### src/rtl/prio_pkg.sv
// Shared encodings for the prio_enc_rr request arbiter.
package prio_pkg;

    typedef enum logic {
        MODE_FIXED = 1'b0,
        MODE_RR    = 1'b1
    } mode_e;

endpackage

### src/rtl/prio_pick.sv
// Combinational picker: first set bit of vec scanning downward from a start index with wrap.
module prio_pick #(
    parameter  int WIDTH = 16,
    localparam int IDXW  = $clog2(WIDTH)
) (
    input  logic [WIDTH-1:0] vec,
    input  logic [IDXW-1:0]  start,
    input  logic             rr,
    output logic             found,
    output logic [IDXW-1:0]  idx
);

    int              w_start;
    int              w_cand;
    logic [IDXW-1:0] w_cand_idx;

    // Fixed priority is a downward scan from the top index; iterating from the
    // farthest offset to the nearest leaves the closest hit in idx.
    always_comb begin
        found      = |vec;
        idx        = '0;
        w_start    = rr ? int'(start) : WIDTH - 1;
        w_cand     = 0;
        w_cand_idx = '0;
        for (int off = WIDTH - 1; off >= 0; off--) begin
            w_cand = w_start - off;
            if (w_cand < 0) begin
                w_cand = w_cand + WIDTH;
            end
            w_cand_idx = IDXW'(w_cand);
            if (vec[w_cand_idx]) begin
                idx = w_cand_idx;
            end
        end
    end

endmodule

### src/rtl/prio_enc_rr.sv
// Sticky-request priority encoder with fixed or round-robin selection and a one-entry valid/ready output.
module prio_enc_rr
    import prio_pkg::*;
#(
    parameter  int WIDTH = 16,
    localparam int IDXW  = $clog2(WIDTH)
) (
    input  logic             clk,
    input  logic             rst,
    input  logic [WIDTH-1:0] req,
    input  logic             mode,
    input  logic             out_ready,
    output logic             out_valid,
    output logic [IDXW-1:0]  out_idx,
    output logic             idle,
    output logic [IDXW:0]    pend_cnt
);

    logic [WIDTH-1:0] r_pend;
    logic             r_out_valid;
    logic [IDXW-1:0]  r_out_idx;
    logic [IDXW-1:0]  r_ptr;

    logic [WIDTH-1:0] w_eff;
    logic             w_rr;
    logic             w_found;
    logic [IDXW-1:0]  w_sel;
    logic             w_accept;
    logic             w_load;

    function automatic logic [IDXW:0] f_popcount(input logic [WIDTH-1:0] v);
        logic [IDXW:0] cnt;
        cnt = '0;
        for (int i = 0; i < WIDTH; i++) begin
            cnt = cnt + {{IDXW{1'b0}}, v[i]};
        end
        return cnt;
    endfunction

    assign w_eff    = r_pend | req;
    assign w_rr     = (mode == MODE_RR);
    assign w_accept = r_out_valid & out_ready;
    assign w_load   = (~r_out_valid | out_ready) & w_found;

    prio_pick #(
        .WIDTH (WIDTH)
    ) u_pick (
        .vec   (w_eff),
        .start (r_ptr),
        .rr    (w_rr),
        .found (w_found),
        .idx   (w_sel)
    );

    always_ff @(posedge clk) begin
        if (rst) begin
            r_pend      <= '0;
            r_out_valid <= 1'b0;
            r_out_idx   <= '0;
            r_ptr       <= IDXW'(WIDTH - 1);
        end else if (w_load) begin
            r_out_valid <= 1'b1;
            r_out_idx   <= w_sel;
            r_pend      <= w_eff & ~(WIDTH'(1) << w_sel);
            // Pointer tracks the last grant in both modes so a switch to RR
            // continues below whatever was granted most recently.
            r_ptr       <= (w_sel == '0) ? IDXW'(WIDTH - 1) : w_sel - IDXW'(1);
        end else begin
            r_pend <= w_eff;
            if (w_accept) begin
                r_out_valid <= 1'b0;
            end
        end
    end

    assign out_valid = r_out_valid;
    assign out_idx   = r_out_idx;
    assign idle      = ~r_out_valid & ~|r_pend;
    assign pend_cnt  = f_popcount(r_pend);

endmodule

### config.mk
export PLATFORM = sky130hd
export DESIGN_NAME = prio_enc_rr
export DESIGN_NICKNAME = d
export VERILOG_FILES = /design/src/rtl/prio_pkg.sv /design/src/rtl/prio_pick.sv /design/src/rtl/prio_enc_rr.sv
export SDC_FILE = /design/constraint.sdc
export NUM_CORES = 1
export LEC_CHECK = 0
export ABC_AREA = 1
export BUFFER_PORTS_ARGS = -buffer_cell sky130_fd_sc_hd__buf_2
export CORE_MARGIN = 2
export CORE_UTILIZATION = 55
export CTS_BUF_LIST = sky130_fd_sc_hd__clkbuf_8 sky130_fd_sc_hd__clkbuf_16
export CTS_CLUSTER_SIZE = 40
export DETAILED_ROUTE_END_ITERATION = 7
export PLACE_DENSITY = 0.8
export SLEW_MARGIN = 20
export SYNTH_ARGS = -nofsm -noshare
export SYNTH_HDL_FRONTEND = slang
export SYNTH_SLANG_ARGS = --single-unit
### constraint.sdc
create_clock -name clk -period 4.6 [get_ports clk]
set_input_delay 0.46 -clock clk [delete_from_list [all_inputs] [get_ports clk]]
set_output_delay 0.46 -clock clk [all_outputs]
set_load 0.05 [all_outputs]
Word-level counts from Yosys, hierarchy flattened --
Index checks and enable logic that the tools add are counted. W data, S select, Z words.
Storage, ports and cells: register bits 25, bits of input ports 20, output and inout port bits 11, logic and storage cells 166
Cells by class: add/subtract/negate cells 47, $lt $le $gt $ge 32, shift-type cells 1, multiplexer cells 69, bitwise gates (word level) 8, reduce and logical (&&, ||, !) cells 5
Operators with widths (count):
- $lt A32 B1 Y1 const B | 16
- $mux W4 | 34
- $lt A4 B5 Y1 const B | 16
- $add A4 B1 Y4 const B | 16
- $bmux W1 S4 | 16
- $add A5 B1 Y5 | 11
- $sub A4 B4 Y5 const B | 8
- $reduce_or A16 Y1 | 2
- $sub A4 B3 Y5 const B | 4
- $mux W1 | 18
- $and A16 B16 Y16 | 1
- $mux W16 | 1
- $not A16 Y16 | 1
- $or A16 B16 Y16 | 1
- $shl A1 B4 Y16 const A | 1
- $sub A4 B2 Y5 const B | 2
- $add A4 B1 Y5 | 1
- $sub A4 B1 Y5 const B | 1
- $add A3 B1 Y4 | 1
- $logic_not A4 Y1 | 1
- $sub A4 B1 Y4 const B | 1
- $add A2 B1 Y3 | 1
- $and A1 B1 Y1 | 3
- $add A1 B1 Y2 | 1
- other kinds (4) | 4

Depth between registers and ports, before layout --
depth after elaboration 26, gate-level depth with buffers 32, depth with buffers taken out 31

By module --
Synthesis repeated with hierarchy kept, for this count alone.
Second synthesis, totals: cell total of the unflattened synthesis 590, area total of the unflattened synthesis 3563.4 µm²
Modules (own cells, without submodules):
- prio_pick | times used 1, cells an instance 385, area an instance 2005.7 µm²
- prio_enc_rr | times used 1, cells an instance 205, area an instance 1557.7 µm²

Worst setup path after synthesis --
No wires, ideal clock.
path kind reg2out, from register r_pend[0], to output port pend_cnt[4], data arrival time 4037 ps, path slack 103 ps, stages on the path, launching flop included 11, cell sequence dfxtp_1 -> fa_1 -> inv_1 -> fa_1 -> fa_1 -> fa_1 -> inv_1 -> ha_1 -> inv_1 -> fa_1 -> o21ai_0
Between the ends: longest elaborated chain between the ends 15
Ends and longest elaborated chain:
- from (decl) | line prio_enc_rr.sv:19 | logic [WIDTH-1:0] r_pend;
- from (signal assigned) | line prio_enc_rr.sv:64 | r_pend <= w_eff & ~(WIDTH'(1) << w_sel);
- from (signal assigned) | line prio_enc_rr.sv:69 | r_pend <= w_eff;
- $add A1 B1 Y2 | line prio_enc_rr.sv:35 | cnt = cnt + {{IDXW{1'b0}}, v[i]};
- $add A2 B1 Y3 | line prio_enc_rr.sv:35
- $add A3 B1 Y4 | line prio_enc_rr.sv:35
- $add A4 B1 Y5 | line prio_enc_rr.sv:35
- $add A5 B1 Y5 (11 in a row) | line prio_enc_rr.sv:35
- to (decl) | line prio_enc_rr.sv:16 | output logic [IDXW:0] pend_cnt
No other way between the ends.

Worst setup path in the final report --
Same ends and word-level chain as after synthesis.

==> metrics.md <==
| Metric | Value |
|---|---|
| Async S/R FF share, synth | `0%` |
| Min-Delay Path Class | `in -> reg` |
| IO Count | `31` |
| WP data required | `4.14 ns` |
| Register area | `500 um2` |
| Reported max-cap violation count | `0` |
| Nets | `661` |
| Vias in the first global route | `3464` |
| Mapped cell area | `3230 um2` |
| Fin. Hold Viols | `0` |
| Synth top area share | `26.1%` |
| Seq/Total Area, Yosys | `15.5%` |
| Startpoint Class | `flop` |
| Layout cell share with drive strength beyond 1 | `9.15%` |
| Htree depth | `1` |
| TNS Setup | `0 ns` |
| Total gr overflow | `0` |
| Hpwl dp | `7.99 mm` |
| Resized Gates After CTS | `0` |
| Chip Height | `80.7 um` |
| Initial antenna violation count | `0` |
| CP Class | `reg -> out` |
| EDFF count, synth | `0` |
| Initial Util | `57.7%` |
| GRT Overall Usage | `31.7%` |
| First-pass GRT wire length | `16.1 mm` |
| Clock Skews | `0.00725 ns` |
| Worst-path cell chain | `fa_1 > inv_1 > fa_1 > fa_1 > fa_1 > inv_1 > ha_1 > inv_1 > fa_1 > o21ai_0 > buf_2` |
| Clk Latency, worst-skew pair | `0.27 ns` |
| Top Family by Delay on Critical Path | `adder cells` |
| PortBufs | `30` |
| Post-CTS Hold Fix Bufs | `0` |
| Rows | `27` |
| Top-count cell post-synth | `nand2_1` |
| Crit-path max FO | `3` |
| CTS root buffer | `clkbuf_8` |
| Post-CTS Setup Repair Bufs | `0` |
| Post-route DRC | `0` |
| Placed cell area | `3440 um2` |
| # diodes | `0` |
| CP endpoint kind | `output port` |
| Multi-input gate area | `2330 um2` |
| Slew headroom | `48.9%` |
| Highest Clock Rate | `237 MHz` |
| CTS tree | `done` |
| Cell taking the most area after synthesis | `nand2_1` |
| Final Setup Violations | `0` |
| Syn_area_per_cell | `5.42 um2` |
| Top cells by area, synth | `nand2_1 26%, dfxtp_1 15%, nand3_1 13%` |
| Num CTS Buffers | `3` |
| Netlist cell types | `30` |
| Drt first pass iters | `6` |
| Reg clk slew, reported paths | `0.09 ns` |
| Clock Sinks | `25` |
| Number of synthesized register bits | `25` |
| Least-Margin Pin Slew | `0.766 ns` |
| Status | `finished clean` |
| Worst EP arrival | `3.75 ns` |
| Peak per-stage delay on the critical path | `0.54 ns` |
| Antenna viol nets, final | `0` |
| Gate Count Post-Synth | `596` |
| Slowest-stage cell, CP | `fa_1` |
| Most used DFF post-synth | `dfxtp_1` |
| Final Non-Filler Cells | `695` |
| Final min period | `4.21 ns` |
| Avg WL per Cell | `14.0 um` |
| WP buf/inv | `4` |
| List of most frequent post-synthesis cells | `225 x nand2_1, 87 x inv_1, 84 x nand3_1` |
| 1st-iter DRT viols | `409` |
| Die footprint | `6510 um2` |
| Clock buffer depth | `2` |
| Placeable Area | `5610 um2` |
| Die X-Extent | `80.7 um` |
| Wirelength, routed | `9.74 mm` |
| Mapped Nets | `633` |
| Placed instance count | `691` |
| Post-route cell area | `3490 um2` |
| Crit-path most repeated cell | `fa_1` |
| Fill cells | `581` |
| Final Max Tran Viols | `0` |
| Via count | `3821` |
| Pin count of the biggest net entering global routing | `28` |
| RSZ-0062 raised after global routing | `false` |
| Routability cong. | `1.03` |
| Synth Warn # | `0` |
| Fin crit share | `91.6%` |
| Vias per inst | `5.50` |
| P&R area growth vs syn | `7.86%` |
| Hold slack | `0.453 ns` |
==> metrics by stage <==
step | util (%) | setup slack [ns]
floorplan | - | 0.103
global placement | 61.4 | 0.751
detailed placement | 61.4 | 0.694
CTS | 62.2 | 0.389
global route | 62.2 | 0.202
finish | 62.2 | 0.387
==> layout make-up <==
class                           count  area share, %
Clock buffer                        3           1.18
Clock inverter                      1          0.108
Inverter                           94           10.1
Multi-Input combinational cell    467           66.7
Sequential cell                    25           14.4
Tap cell                           72           2.58
Timing Repair Buffer               33           4.95
==> state kept, by name (all words and copies together), names as in the netlist <==
signal     flops
r_ptr          4
out_valid      1
out_idx        4
r_pend        16
==> metal layers <==
metal	vias to the layer above	global-route usage [%]	part of all wire (%)
li1	1936	-	-
met3	15	6.63	9.6
met2	182	52.4	44
met4	0	4.75	1.0
met1	1688	43.2	45
met5	-	0	0
==> cell families (layout without fill, tap and decap cells) <==
| group | Yosys count | after routing | synth area share [%] |
|---|---|---|---|
| AOI/OAI and AO/OA | 63 | 63 | 10.5 |
| xor gates and xnor gates | 9 | 9 | 2.44 |
| adders and majority gates | 17 | 17 | 8.90 |
| buffers and inverters | 104 | 131 | 12.6 |
| DFF | 25 | 25 | 15.5 |
| and+or+nand+nor | 378 | 378 | 50.1 |
==> worst min-delay path, stage by stage <==
cell and delay, ns:
buf_2 0.07, inv_1 0.04, nand2_1 0.05, a21oi_1 0.06
==> path summary, 6_finish.rpt <==
kind	startpoint	to	slack, ns	cells after the start
worst min register to register	out_idx[0]	out_idx[0]	0.47	2
worst min-delay path	out_ready	out_valid	0.45	4
worst max register to register	r_ptr[0]	r_pend[14]	1.03	26
worst max-delay path	r_pend[0]	pend_cnt[4]	0.39	11
==> cell usage in the layout (no fill, tap or decap), types with 4 or more instances in the layout <==
cell type  instances
a21oi_1           45
a31oi_1            5
buf_2             30
dfxtp_1           25
fa_1              10
ha_1               7
inv_1             88
inv_2              5
nand2_1          225
nand2_2            6
nand3_1           84
nand4_1            7
nor2_1            44
nor2_4             4
o21ai_0            6
xor2_1             6
Power is left out: the tool's default activity adds up to more than one toggle a clock period on the data nets, which glitch-free logic cannot reach.
